--- config.mk ---
export PLATFORM = sky130hd
export DESIGN_NAME = mem_stage
export DESIGN_NICKNAME = d
export VERILOG_FILES = /design/src/rtl/mem_stage.sv
export SDC_FILE = /design/constraint.sdc
export NUM_CORES = 1
export LEC_CHECK = 0
export CAP_MARGIN = 20
export CORE_ASPECT_RATIO = 0.8
export CORE_MARGIN = 2
export CORE_UTILIZATION = 40
export CTS_BUF_LIST = sky130_fd_sc_hd__clkbuf_8
export DETAILED_ROUTE_END_ITERATION = 10
export PLACE_DENSITY = 0.77
export SLEW_MARGIN = 20
export SYNTH_ARGS = -nofsm -noshare
export SYNTH_HDL_FRONTEND = slang
export SYNTH_SLANG_ARGS = --single-unit
--- constraint.sdc ---
create_clock -name clk -period 3 [get_ports clk]
set_clock_uncertainty 0.05 [all_clocks]
set_input_delay 0.45 -clock clk [delete_from_list [all_inputs] [get_ports clk]]
set_output_delay 0.45 -clock clk [all_outputs]
set_load 0.02 [all_outputs]
--- src/rtl/mem_stage.sv ---
// Memory stage of the G1 pipeline: EXE/MEM register, data-memory access FSM
// with req/ack handshake and timeout abort, and the MEM/WB register.
module mem_stage #(
    parameter int DATA_W      = 16,
    parameter int ADDR_W      = 16,
    parameter int REG_ADDR_W  = 4,
    parameter int TIMEOUT_CYC = 15
) (
    input  logic                  clk,
    input  logic                  rst,
    input  logic [DATA_W-1:0]     alu_result_in,
    input  logic [DATA_W-1:0]     st_value_in,
    input  logic [REG_ADDR_W-1:0] dest_in,
    input  logic                  wb_en_in,
    input  logic                  mem_r_en_in,
    input  logic                  mem_w_en_in,
    output logic                  mem_stall,
    output logic [REG_ADDR_W-1:0] dest_MEM,
    output logic                  WB_EN_MEM,
    output logic [DATA_W-1:0]     mem_result_fwd,
    output logic                  dmem_req,
    output logic                  dmem_we,
    output logic [ADDR_W-1:0]     dmem_addr,
    output logic [DATA_W-1:0]     dmem_wdata,
    input  logic [DATA_W-1:0]     dmem_rdata,
    input  logic                  dmem_ack,
    output logic [DATA_W-1:0]     writeVal,
    output logic [REG_ADDR_W-1:0] dest,
    output logic                  writeEn,
    output logic                  mem_err
);

    typedef enum logic {
        IDLE,
        ACCESS
    } state_t;

    localparam logic [7:0] LAST_CNT = 8'(TIMEOUT_CYC - 1);

    state_t                  state;
    logic [7:0]              timeout_cnt;

    logic [DATA_W-1:0]       em_alu;
    logic [DATA_W-1:0]       em_st;
    logic [REG_ADDR_W-1:0]   em_dest;
    logic                    em_wb;
    logic                    em_load;
    logic                    em_store;

    logic                    in_access;
    logic                    last_cycle;
    logic                    mem_op_in;

    assign in_access  = (state == ACCESS);
    assign last_cycle = in_access && (timeout_cnt == LAST_CNT);
    assign mem_op_in  = mem_r_en_in | mem_w_en_in;

    // The final timeout cycle releases the stall so the pipeline moves on.
    assign mem_stall  = in_access & ~dmem_ack & ~last_cycle;

    assign dmem_req       = in_access;
    assign dmem_we        = in_access & em_store;
    assign dmem_addr      = em_alu[ADDR_W-1:0];
    assign dmem_wdata     = em_st;
    assign dest_MEM       = em_dest;
    assign WB_EN_MEM      = em_wb;
    assign mem_result_fwd = em_alu;

    // A store wins over a load and never writes back.
    always_ff @(posedge clk or negedge rst) begin
        if (!rst) begin
            em_alu   <= '0;
            em_st    <= '0;
            em_dest  <= '0;
            em_wb    <= 1'b0;
            em_load  <= 1'b0;
            em_store <= 1'b0;
        end else if (!mem_stall) begin
            em_alu   <= alu_result_in;
            em_st    <= st_value_in;
            em_dest  <= dest_in;
            em_wb    <= wb_en_in & ~mem_w_en_in;
            em_load  <= mem_r_en_in & ~mem_w_en_in;
            em_store <= mem_w_en_in;
        end
    end

    always_ff @(posedge clk or negedge rst) begin
        if (!rst) begin
            state       <= IDLE;
            timeout_cnt <= '0;
            mem_err     <= 1'b0;
        end else if (mem_stall) begin
            timeout_cnt <= timeout_cnt + 8'd1;
        end else begin
            state       <= mem_op_in ? ACCESS : IDLE;
            timeout_cnt <= '0;
            if (last_cycle && !dmem_ack) begin
                mem_err <= 1'b1;
            end
        end
    end

    // An aborted load reaches here without ack and must not write back.
    always_ff @(posedge clk or negedge rst) begin
        if (!rst) begin
            writeVal <= '0;
            dest     <= '0;
            writeEn  <= 1'b0;
        end else if (mem_stall) begin
            writeEn <= 1'b0;
        end else if (em_store) begin
            writeEn <= 1'b0;
        end else if (em_load) begin
            writeVal <= dmem_rdata;
            dest     <= em_dest;
            writeEn  <= em_wb & dmem_ack;
        end else begin
            writeVal <= em_alu;
            dest     <= em_dest;
            writeEn  <= em_wb;
        end
    end

endmodule

## After elaboration in Yosys (flattened, before gate mapping)

Cells that the tools add are included.

| operators by class | value |
|---|---|
| muxes and demuxes | 6 |
| bitwise operators | 12 |
| add/sub/neg operators | 1 |
| reductions and logical operators | 5 |
| eq/ne operators | 1 |

Operator list:

| operator | count |
|---|---|
| 16-bit two-way mux | 1 |
| 8-bit by 1-bit adder with 8-bit output (second input constant) | 1 |
| 8-bit by 4-bit == test with 1-bit output (second input constant) | 1 |
| 8-bit two-way mux | 1 |
| 1-bit AND | 6 |
| 1-bit inverter | 5 |
| 1-bit two-way mux | 4 |
| 2-bit AND reduction | 2 |
| 1-bit logical AND | 2 |
| 1-bit logical NOT | 1 |
| 1-bit OR | 1 |

| word-level totals | value |
|---|---|
| output and inout bits | 78 |
| flip-flop bits (word level) | 70 |
| input bits | 58 |
| logic and storage cells | 37 |

## Longest topological paths before layout

Gate-level depths: netlist of the first run.

| logic depth | value |
|---|---|
| depth after elaboration | 6 |
| gate-level depth with buffers | 7 |
| gate-level depth less buffers | 5 |

## Worst setup path before layout of the first run

OpenSTA, ideal clock, no wires.

| timing | value |
|---|---|
| kind | register -> output |
| start point | register timeout_cnt[0] |
| end point | output mem_stall |
| path slack | 0.633 ns |
| arrival | 1.867 ns |
| path buffers | 2 |
| stages on the path, launching flop included | 8 |
| data required time | 2.500 ns |
| path through | dfrtp_1 > inv_1 > ha_1 > or4b_1 > buf_2 > o31ai_4 > buf_6 > inv_1 |

| between the ends | value |
|---|---|
| word-level cells in the longest chain between the ends | 4 |

RTL lines:

| element | line | source |
|---|---|---|
| start: declaration | 41 | `logic [7:0] timeout_cnt;` |
| start signal: assignment | 94 | `timeout_cnt <= timeout_cnt + 8'd1;` |
| 8-bit by 4-bit == test with 1-bit output | 55 | `assign last_cycle = in_access && (timeout_cnt == LAST_CNT);` |
| 1-bit logical AND | 55 |  |
| 1-bit inverter | 59 | `assign mem_stall = in_access & ~dmem_ack & ~last_cycle;` |
| 1-bit AND | 59 |  |
| end: declaration | 17 | `output logic mem_stall,` |

Every way passes these cells.

## Final worst setup path of the first run

Same ends and word-level chain as after synthesis.

==> impl_metrics.py, run 1 <==
metrics = {
    "synthesis": {
        "syn_avg_cell_area_sq_um": 14.2,
        "synth_cells": 218,
        "ys_types": 29,
        "syn_area_sq_um": 3090,
        "syn_nets": 278,
        "synth_seq_cells": 70,
        "yosys_warnings": 0,
        "ys_seq_area_frac": 0.566,
    },
    "drt": {
        "via_per_inst": 4.75,
        "final_antenna_net_count": 0,
        "drc": 0,
        "via_count": 2146,
        "drt-total-wl_microns": 6820,
        "avgRoutedWirePerCell_microns": 15.1,
        "drt_iter0_markers": 55,
        "first_pass_iters": 4,
    },
    "final_layout": {
        "area_growth_pct": 49.7,
        "nets": 402,
        "final_cell_mix": "clkdlybuf4s50_1 (134), mux2_2 (75), dfrtp_1 (70)",
        "drive_gt1_frac": 0.294,
        "diodes": 0,
        "final_common_cell": "clkdlybuf4s50_1",
    },
    "timing": {
        "finalHoldViolations": 0,
        "setup_viol_count_final": 0,
        "finalCritPeriodShare": 0.955,
        "holdWs_ps": 89.0,
        "tns_ps": 0,
        "worstMarginPinSlew_ps": 833,
        "fmax_mhz": 349,
        "relSlewSlack": 0.445,
        "postLayoutSetupSlackWorst_ps": 136,
        "fin_crit_ps": 2860,
        "rsz0062_at_grt": "no",
        "drv_slew": 0,
    },
    "outcome": {
        "outcome": "finished, final reports clean",
    },
    "power_and_ir_drop": {
        "ir_drop_mv": 0.278,
        "power_density_nw_per_um2": 608,
        "power.leakage_nw": 1.87,
    },
    "floorplanning": {
        "top_level_ports": 136,
        "die-area_sq_um": 8460,
        "fp-row-count": 28,
        "die_x_microns": 102,
        "core_area_sq_um": 7460,
        "start_util": 0.415,
        "dieHeight_microns": 82.7,
    },
    "clocking": {
        "clock-sinks": 70,
        "clkTransAtPathRegs_ps": 70,
        "cts_root_buf": "clkbuf_8",
        "clk-insertion-delay-late_ps": 330,
        "cts_buffer_depth": 2,
        "htreeDepth": 3,
        "cts_hold_buf": 0,
        "cts_tree": "done",
        "cts_made_buffers": 9,
    },
    "global_routing": {
        "met1_usage": 0.204,
        "grt.met2_usage": 0.273,
        "grt_pass1_vias": 2232,
        "grt_busiest_layer": "met2",
        "grt_max_degree": 44,
        "grt_usage": 0.166,
        "use_met3": 0.0564,
        "grt_remaining_overflow": 0,
        "grt_pass1_wl_microns": 10600,
        "antenna_found_initial": 0,
    },
    "critical_path": {
        "end_kind": "output port",
        "critPathLaunch": "timeout_cnt[0]",
        "crit_path_start_kind": "register",
        "worst_ep_required_time_ps": 2500,
        "crit_type": "register to output port",
        "regToRegStartpoint": "timeout_cnt[0]",
        "crit_fanout": 6,
        "critical_path_arrival_ps": 2360,
    },
    "placement": {
        "port_buffers": 135,
        "pre_cts_ws_ps": 363,
        "hpwl_microns": 4840,
        "gp_congestion": 0.802,
    },
    "flow_run": {
        "maxCapViolations": 0,
    },
    "hold_path": {
        "hold_class": "primary input to asynchronous set/reset pin",
    },
}
## timing repair
action                                  in CTS  in global routing
hold endpoints to repair                     0                  0
endpoints found under the setup margin       1                  0
buffers inserted                             0                  0
resized for setup                            1                  0
## state kept, by name (all words and copies together), names as in the netlist
signal / count
dest_MEM: 4
dmem_wdata: 16
timeout_cnt: 8
WB_EN_MEM: 1
writeVal: 16
mem_err: 1
dmem_req: 1
writeEn: 1
dmem_addr: 16
dest: 4
em_load: 1
em_store: 1
## Yosys cell counts
cell type / n / area [sq um]
or3_1: 3 / 18.8
o211ai_1: 1 / 7.51
buf_6: 4 / 45.0
or2_2: 1 / 6.26
o21ai_0: 3 / 15.0
nand2_1: 4 / 15.0
xnor2_1: 1 / 8.76
nor2_1: 4 / 15.0
clkbuf_1: 4 / 15.0
nor2b_1: 3 / 18.8
nand4b_1: 1 / 8.76
buf_2: 1 / 5.00
o31ai_4: 1 / 21.3
dfrtp_1: 70 / 1750
and3_1: 1 / 6.26
nand3_1: 3 / 15.0
mux2_2: 75 / 845
or3b_2: 1 / 8.76
inv_1: 4 / 15.0
ha_1: 2 / 25.0
a21oi_1: 4 / 20.0
and2_1: 1 / 6.26
buf_4: 18 / 135
o41ai_1: 1 / 8.76
o32ai_2: 1 / 16.3
nand2b_1: 3 / 18.8
a31oi_1: 1 / 6.26
nand4_1: 1 / 6.26
or4b_1: 1 / 10.0
## worst max-delay path, stage by stage (launching register included)
cell             delay (ps)
dfrtp_1                 440
inv_1                    90
ha_1                    130
or4b_4                  510
o31ai_4                 250
inv_1                    70
clkdlybuf4s50_1         550
## cell type report
| class | instances | area [sq um] |
|---|---|---|
| flip-flops and latches | 70 | 1750 |
| well taps | 105 | 131 |
| repair buffers | 140 | 1380 |
| multi-input cells | 117 | 1140 |
| clock inverters | 5 | 57.6 |
| clock buffers | 11 | 151 |
| inverters | 4 | 15.0 |
| fillers | 614 | 2830 |
## metrics by stage
step,utilization,power [mW],cell area [sq um],instances
after floorplan,-,1.63,3090,218
after global placement,0.592,2.05,4420,436
after detailed placement,0.592,2.07,4420,436
after CTS,0.621,2.87,4630,452
after global routing,0.621,2.97,4630,452
final,0.621,2.82,4630,452
## kinds of logic (layout without fill, tap and decap cells)
kind of cell,Yosys count,in the layout,synth area share
muxes,75,75,0.273
DFF,70,70,0.566
buffers and inverters,31,160,0.0695
and+or+nand+nor,27,27,0.0497
AOI/OAI and AO/OA,12,12,0.0307
adders and majority gates,2,2,0.00809
xor gates and xnor gates,1,1,0.00283
## per-layer routing
layer  wire length (microns)  up-vias  part of all wire
li1                        -      998                 -
met1                    2910     1051              0.43
met2                    3270       88              0.48
met3                     531        9             0.078
met4                     104        0             0.015
met5                       0        -                 0
## path summary, 6_finish.rpt
| kind | endpoint | slack (ps) | depth (start not counted) |
|---|---|---|---|
| worst min register to register | mem_err | 440 | 2 |
| max in group asynchronous | writeVal[1] | 2070 | 2 |
| worst max-delay path | mem_stall | 140 | 6 |
| min in group clk | mem_err | 440 | 2 |
| worst min-delay path | dmem_wdata[11] | 90 | 1 |
| worst max register to register | dmem_wdata[14] | 480 | 6 |
## report_power, final
part | leakage [nW] | internal (mW) | total [mW] | switching, mW
Combinational | 0.941 | 0.487 | 0.867 | 0.380
Sequential | 0.833 | 1.08 | 1.17 | 0.0928
Clock | 0.0976 | 0.428 | 0.773 | 0.346
Note: power is estimated with default switching activity, not from simulation.
==> run 2: changes to the inputs <==
--- a/config.mk
+++ b/config.mk
@@ -11,6 +11,7 @@
 export CORE_UTILIZATION = 40
 export CTS_BUF_LIST = sky130_fd_sc_hd__clkbuf_8
 export DETAILED_ROUTE_END_ITERATION = 10
+export GPL_ROUTABILITY_DRIVEN = 0
 export PLACE_DENSITY = 0.77
 export SLEW_MARGIN = 20
 export SYNTH_ARGS = -nofsm -noshare
==> results of run 2 <==
Final layout, timing and power as in run 1 (identical DEF).
==> run 3: changes to the inputs <==
--- a/config.mk
+++ b/config.mk
@@ -7,7 +7,7 @@
 export LEC_CHECK = 0
 export CAP_MARGIN = 20
 export CORE_ASPECT_RATIO = 0.8
-export CORE_MARGIN = 2
+export CORE_MARGIN = 4
 export CORE_UTILIZATION = 40
 export CTS_BUF_LIST = sky130_fd_sc_hd__clkbuf_8
 export DETAILED_ROUTE_END_ITERATION = 10
==> run 3 against run 2 <==
Against the previous run: via count grew 1.4%; largest power group unchanged; non-clock buffer count fell by 1; largest cell class unchanged; critical path type unchanged; first-iteration DRC count down 27%; critical endpoint unchanged; highest routed layer unchanged.
==> impl_metrics.py, run 3 (synthesis gave the netlist of run 1 again) <==
metrics = {
    "critical_path": {
        "path_buf_inv": 3,
        "max_stage_delay_ps": 530,
        "end_kind": "output port",
        "critical_path.top_delay_family": "simple AND/OR/NAND/NOR gates",
        "worst_ep_required_time_ps": 2500,
        "regToRegStartpoint": "timeout_cnt[0]",
        "crit_type": "register to output port",
        "cpMostUsedCell": "inv_1",
        "critPathLaunch": "timeout_cnt[0]",
        "crit_path_start_kind": "register",
        "slowest_stage": "or4b_4",
        "critical_path_arrival_ps": 2080,
        "crit_fanout": 6,
        "path_cells": "inv_1 > ha_1 > or4b_4 > o31ai_4 > inv_1 > dlymetal6s2s_1",
    },
    "timing": {
        "worstMarginPinSlew_ps": 829,
        "fmax_mhz": 388,
        "tns_ps": 0,
        "finalCritPeriodShare": 0.859,
        "relSlewSlack": 0.447,
        "drv_slew": 0,
        "rsz0062_at_grt": "no",
        "holdWs_ps": 141,
        "setup_viol_count_final": 0,
        "fin_crit_ps": 2580,
        "finalHoldViolations": 0,
    },
    "drt": {
        "drt-total-wl_microns": 7000,
        "via_count": 2177,
        "drt_iter0_markers": 40,
        "avgRoutedWirePerCell_microns": 15.6,
        "final_antenna_net_count": 0,
        "drc": 0,
        "via_per_inst": 4.85,
        "first_pass_iters": 4,
    },
    "clocking": {
        "cts_hold_buf": 0,
        "clk-insertion-delay-late_ps": 340,
        "cts_tree": "done",
        "clock-sinks": 70,
        "cts_buffer_depth": 2,
        "cts_setup_buffers": 0,
        "clkTransAtPathRegs_ps": 70,
        "htreeDepth": 3,
        "cts_made_buffers": 9,
        "cts_resized": 1,
        "cts_root_buf": "clkbuf_8",
    },
    "placement": {
        "port_buffers": 135,
        "post_dp_cell_area_sq_um": 4430,
        "hpwl_microns": 5040,
    },
    "global_routing": {
        "grt_pass1_wl_microns": 11200,
        "grt_remaining_overflow": 0,
        "grt_max_degree": 44,
        "grt_usage": 0.156,
        "grt_pass1_vias": 2293,
        "antenna_found_initial": 0,
    },
    "floorplanning": {
        "die_x_microns": 106,
        "fp-row-count": 28,
        "dieHeight_microns": 86.7,
        "die-area_sq_um": 9220,
        "start_util": 0.415,
        "top_level_ports": 136,
        "core_area_sq_um": 7460,
    },
    "final_layout": {
        "area_growth_pct": 48.2,
        "nets": 401,
        "final_cell_area_sq_um": 4590,
        "drive_gt1_frac": 0.282,
        "diodes": 0,
        "final_common_cell": "clkdlybuf4s50_1",
        "final_cell_mix": "clkdlybuf4s50_1 (133), mux2_2 (75), dfrtp_1 (70)",
        "final_util": 0.615,
        "fillerInstances": 630,
    },
    "flow_run": {
        "maxCapViolations": 0,
    },
    "power_and_ir_drop": {
        "power_density_nw_per_um2": 581,
        "ir_drop_mv": 0.303,
        "power.leakage_nw": 1.87,
    },
    "outcome": {
        "outcome": "finished, final reports clean",
    },
    "hold_path": {
        "hold_class": "primary input to asynchronous set/reset pin",
    },
}
-- run 3: power breakdown --
group	switching [mW]	total [mW]	internal, mW
Clock	0.320	0.625	0.305
Combinational	0.377	0.865	0.488
Sequential	0.0942	1.18	1.08
-- run 3: area by class of cell --
cell class | count | area [sq um] | share of cell area
Inverter | 4 | 15.0 | 0.00327
Sequential cell | 70 | 1750 | 0.382
Clock buffer | 10 | 138 | 0.0300
Tap cell | 105 | 131 | 0.0286
Multi-Input combinational cell | 117 | 1140 | 0.249
Clock inverter | 4 | 17.5 | 0.00382
Timing Repair Buffer | 139 | 1390 | 0.303
-- run 3: per-layer routing --
metal  track usage  vias up  wire length (microns)
met4        0.0706        0                    144
met5             0        -                      0
met3        0.0588       15                    573
li1              -      996                      -
met2         0.246       95                   3250
met1         0.191     1071                   3030
-- run 3: through the flow --
step | std cells | worst slack (ps) | power, mW
finish | 449 | 423 | 2.67
global route | 449 | 301 | 2.80
CTS | 449 | 89.3 | 2.71
detailed placement | 435 | 350 | 2.07
global placement | 435 | 401 | 2.06
floorplan | 218 | 633 | 1.63
-- run 3: worst paths after layout --
path / cells past startpoint / endpoint / slack [ps]
setup / recovery: 6 / mem_stall / 420
hold / removal: 1 / dmem_wdata[7] / 140
setup reg to reg: 6 / dmem_addr[15] / 430
hold reg to reg: 2 / mem_err / 410
max in group asynchronous: 2 / dmem_wdata[6] / 2090
min in group clk: 2 / mem_err / 410
==> RTL edit 1: new RTL, config.mk and constraints of run 3 <==
`REG_ADDR_W`: 4 -> 3.
--- a/src/rtl/mem_stage.sv
+++ b/src/rtl/mem_stage.sv
@@ -4,5 +4,5 @@
     parameter int DATA_W      = 16,
     parameter int ADDR_W      = 16,
-    parameter int REG_ADDR_W  = 4,
+    parameter int REG_ADDR_W  = 3,
     parameter int TIMEOUT_CYC = 15
 ) (
Interface: changed (resized dest, dest_MEM and dest_in); port bits go from 136 to 133. No check against the original RTL was run, so the function may have changed too.
==> RTL edit 1 against run 3 <==
Clock power is 24% higher. Routed wire length is 4.6% lower. Core utilization is 0.074 points lower. Setup slack better by 0.044 ns. Area after synthesis is 2.7% lower. Critical path depth stayed put. Cell area is 1.5% lower. Power is 3.5% higher. Hold slack better by 0.0012 ns. Sequential cell count is 2 lower. Critical endpoint is now dmem_addr[12].
==> RTL edit 1: results (changes against run 3) <==
Cells and area
  • Share of cells above drive strength 1: 29.1% (+0.88 points)
  • ANT cells: 0 (unchanged)
  • Final nets: 392 (-2.2%)

GRT
  • First-pass GRT wire length: 10600 um (-4.6%)
  • Tot GR Track Use: 14.9% (-0.66 points)
  • Initial antenna violation count: 0 (unchanged)
  • Vias in the first global route: 2185 (-4.7%)
  • Largest net degree at the start of global routing: 43 (-2.3%)

Clocking
  • Cts bufs inserted: 9 (unchanged)
  • H-tree depth: 3 (unchanged)
  • CTS root buffer: clkbuf_8
  • Clk pin slew, worst setup/hold paths: 0.07 ns (about the same)
  • Clk_lat worst skew: 0.33 ns
  • CTS resizes: 1 (unchanged)
  • Post-CTS Setup Bufs: 0 (unchanged)
  • Max Buffers Root-to-Sink: 2 (unchanged)

Placed design
  • Count of buffers from port buffering: 132 (-2.2%)
  • Setup slack at placement: 0.363 ns (+0.0128 ns)
  • DP HPWL: 4900 um (-2.9%)

Yosys
  • Synth area leaders: dfrtp_1, mux2_2, buf_4
  • Top cells by count, synth: mux2_2, dfrtp_1, buf_4
  • Post-synth net total: 271 (-2.5%)
  • Ys async rst share: 100% (unchanged)
  • Sequential cell area fraction in the yosys report: 56.5% (-0.11 points)
  • Yosys cell types: 30 (+3.4%)
  • Ys Warns: 0 (unchanged)

Setup path
  • R2R cell count: 6 (unchanged)
  • Crit Path Max Fanout: 42 (+36)
  • Worst EP arrival: 2.70 ns (+0.62 ns)

Power and ir drop
  • Leakage power: 0.00184 uW (-1.8%)
  • Worst IR Drop VDD: 0.380 mV (+26%)

Status
  • Status: complete, no violations

Drt
  • Violation count after the first detailed-route iteration: 32 (-20%)
  • Via density: 4.97 (+2.5%)
  • WL/cell: 15.6 um (+0.27%)
  • TritonRoute pass-1 iters: 4 (unchanged)

Worst hold path
  • Hold crit path type: input port to async pin

Timing
  • Relative max-transition margin: 43.8% (-0.89 points)
[RTL edit 1: path summary, 6_finish.rpt]
path / from / endpoint / slack (ns)
setup reg to reg: timeout_cnt[0] / dmem_addr[12] / 0.47
setup / recovery: timeout_cnt[0] / dmem_addr[12] / 0.47
hold / removal: rst / dmem_wdata[15] / 0.14
min in group clk: mem_err / mem_err / 0.44
hold reg to reg: mem_err / mem_err / 0.44
max in group asynchronous: rst / dest[0] / 2.09
[RTL edit 1: layer usage]
metal	global-route usage [%]	up-vias	wire length, um
met2	23.5	84	3110
li1	-	972	-
met4	5.96	0	91
met3	7.45	9	647
met1	17.5	1058	2820
met5	0	-	0
[RTL edit 1: logic make-up (layout without fill, tap and decap cells)]
family                     count (synthesis)  after routing  share of synthesized area (%)
muxes                                     73             73                           27.3
DFF                                       68             68                           56.5
buffers and inverters                     29            154                           6.81
and+or+nand+nor                           27             27                           5.03
AOI/OAI and AO/OA                         12             12                           3.24
adders and majority gates                  2              2                          0.831
xor gates and xnor gates                   1              1                          0.291
[RTL edit 1: final cells by class]
cell class                 instances  area (um^2)
timing repair buffer             136         1360
tap                               90          113
multi-input combinational        115         1120
clock buffer                      12          165
sequential                        68         1700
inverter                           3         11.3
fill                             592         2840
clock inverter                     3         45.0
[RTL edit 1: where the power goes]
group	total (uW)	internal, uW	switching [uW]
Combinational	843	474	368
Clock	776	447	328
Sequential	1140	1050	90.6
Total	2760	1970	787
[RTL edit 1: worst max-delay path, stage by stage (launching register included)]
cell,delay [ns]
dfrtp_1,0.43
inv_1,0.08
ha_1,0.14
or4b_4,0.52
o31ai_4,0.26
buf_4,0.51
mux2_2,0.40
[RTL edit 1: stage by stage]
step	hold WS, ns	cell area [um^2]	std cells
after CTS	0.159	4510	427
after global placement	0.435	4300	412
after detailed placement	0.420	4300	412
after global routing	0.205	4520	427
after floorplan	0.104	3010	212
final	0.142	4520	427
==> RTL edit 2: new RTL, settings of run 3 <==
Made on the original files. Register the output `mem_err` once more, with the module's reset; this adds one clock of latency there. The other outputs are not delayed to match.
--- a/src/rtl/mem_stage.sv
+++ b/src/rtl/mem_stage.sv
@@ -37,4 +37,6 @@
 
     localparam logic [7:0] LAST_CNT = 8'(TIMEOUT_CYC - 1);
+
+    logic mem_err_s0;
 
     state_t                  state;
@@ -90,5 +92,5 @@
             state       <= IDLE;
             timeout_cnt <= '0;
-            mem_err     <= 1'b0;
+            mem_err_s0  <= 1'b0;
         end else if (mem_stall) begin
             timeout_cnt <= timeout_cnt + 8'd1;
@@ -97,5 +99,5 @@
             timeout_cnt <= '0;
             if (last_cycle && !dmem_ack) begin
-                mem_err <= 1'b1;
+                mem_err_s0 <= 1'b1;
             end
         end
@@ -123,4 +125,12 @@
     end
 
+    always_ff @(posedge clk or negedge rst) begin
+        if (!rst) begin
+            mem_err <= '0;
+        end else begin
+            mem_err <= mem_err_s0;
+        end
+    end
+
 endmodule
 
Function: same outputs for any inputs over 10 cycles, from zero or initial values and one cycle with rst low; that may be too few to reach the edited logic, so the function may still have changed.
==> RTL edit 2 against run 3 <==
Count of clock-buffer cells in the layout increased by 2. Routed wire length rose by 4.7%. Power is 2.6% higher. Cell area up 0.82%. Core utilization grew 0.21 points. Sequential cell count rose by 1. Clock power up 7.7%. Setup slack got worse by 0.29 ns. Non-clock buffer count did not move. Area after synthesis rose by 0.81%. Critical path type unchanged. Critical endpoint unchanged.
==> RTL edit 2: results (changes against run 3) <==
Clocking
  • CTS root buffer: clkbuf_8
  • CTS resizes: 1 (unchanged)
  • Post-CTS Setup Bufs: 0 (unchanged)
  • Clk_lat worst skew: 0.33 ns
  • H-tree depth: 3 (unchanged)
  • Cts bufs inserted: 9 (unchanged)
  • Max Buffers Root-to-Sink: 2 (unchanged)
  • Clk pin slew, worst setup/hold paths: 0.07 ns (about the same)

Drt
  • WL/cell: 16.3 um (+4.7%)
  • TritonRoute pass-1 iters: 4 (unchanged)
  • Violation count after the first detailed-route iteration: 28 (-30%)
  • Via count: 2149 (-1.3%)

GRT
  • Vias in the first global route: 2358 (+2.8%)
  • First-pass GRT wire length: 11700 um (+5.1%)
  • Largest net degree at the start of global routing: 44 (unchanged)
  • Initial antenna violation count: 0 (unchanged)
  • Tot GR Track Use: 16.2% (+0.63 points)

Yosys
  • Ys Warns: 0 (unchanged)
  • Top cells by count, synth: mux2_2, dfrtp_1, buf_4
  • Synth area leaders: dfrtp_1, mux2_2, buf_4
  • Sequential cell area fraction in the yosys report: 57.0% (+0.35 points)
  • Yosys cell types: 29 (unchanged)
  • Post-synth net total: 279 (+0.36%)
  • Main synth FF type: dfrtp_1
  • Ys async rst share: 100% (unchanged)

Setup path
  • Setup crit start kind: flop
  • Worst setup endpoint: mem_stall
  • RR Endpoint: dmem_addr[7]
  • Crit Path Max Fanout: 6 (unchanged)
  • R2R cell count: 6 (unchanged)
  • RR Startpoint: timeout_cnt[0]
  • Flop2flop setup slack: 0.46 ns (+0.03 ns)
  • Worst EP arrival: 2.37 ns (+0.29 ns)

Placed design
  • DP HPWL: 5460 um (+8.2%)
  • DP Area: 4450 um^2 (+0.57%)
  • Count of buffers from port buffering: 135 (unchanged)

Power and ir drop
  • Worst IR Drop VDD: 0.315 mV (+4.0%)
  • Sw Share: 29.2% (-0.52 points)
  • Leakage power: 0.00187 uW (-0.11%)

Cells and area
  • Share of cells above drive strength 1: 28.5% (+0.29 points)
  • ANT cells: 0 (unchanged)
  • Final nets: 402 (+0.25%)
  • Layout filler cell count: 605 (-4.0%)

Status
  • Status: complete, no violations

Timing
  • Tightest Pin Transition: 0.873 ns (+0.0437 ns)
  • Hold slack final: 0.165 ns (+0.0242 ns)

Worst hold path
  • Hold crit path type: input port to async pin
-- RTL edit 2: per-layer routing --
layer	GRT usage (%)	up-vias	part of all wire (%)
met3	6.67	9	8.3
met2	27.1	87	48
met4	5.11	0	1.4
met5	0	-	0
met1	19.2	1055	42
li1	-	998	-
-- RTL edit 2: power groups by stage --
stage | Sequential, uW | Clock (uW) | Combinational [uW]
after detailed placement | 1210 | 0 | 884
after floorplan | 1360 | 0 | 290
after global routing | 1210 | 744 | 923
final | 1190 | 673 | 872
after CTS | 1190 | 705 | 888
after global placement | 1200 | 0 | 870
-- RTL edit 2: area by class of cell --
cell class / instances / area (um^2) / area share [%]
clock inverters: 1 / 5.00 / 0.108
inverters: 4 / 15.0 / 0.325
clock buffers: 12 / 165 / 3.57
multi-input cells: 117 / 1140 / 24.7
repair buffers: 139 / 1390 / 30.0
well taps: 105 / 131 / 2.84
flip-flops and latches: 71 / 1780 / 38.4
-- RTL edit 2: worst min-delay path by stage --
stage / cells past startpoint / start / endpoint
after detailed placement: 0 / mem_err_s0 / mem_err
after CTS: 1 / rst / dmem_wdata[10]
after global routing: 1 / rst / dmem_wdata[10]
after floorplan: 0 / rst / WB_EN_MEM
after global placement: 0 / mem_err_s0 / mem_err
final: 1 / rst / dmem_wdata[10]
-- RTL edit 2: critical path: stages (launching register included) --
cell	delay (ns)
dfrtp_1	0.45
inv_1	0.08
ha_1	0.13
or4b_4	0.52
o31ai_4	0.25
inv_1	0.06
clkdlybuf4s50_1	0.54
-- RTL edit 2: kinds of logic (layout without fill, tap and decap cells) --
family	Yosys count	after routing	share of synthesized area, %
buf+inv	31	156	6.90
xor+xnor	1	1	0.281
compound gates	12	12	3.05
simple gates	27	27	4.93
fa+ha+maj	2	2	0.802
mux	75	75	27.1
flops	71	71	57.0
-- RTL edit 2: through the flow --
step | instances | setup slack, ns
floorplan | 219 | 0.633
global placement | 436 | 0.409
detailed placement | 436 | 0.337
CTS | 449 | 0.0973
global route | 449 | 0.0408
finish | 449 | 0.128
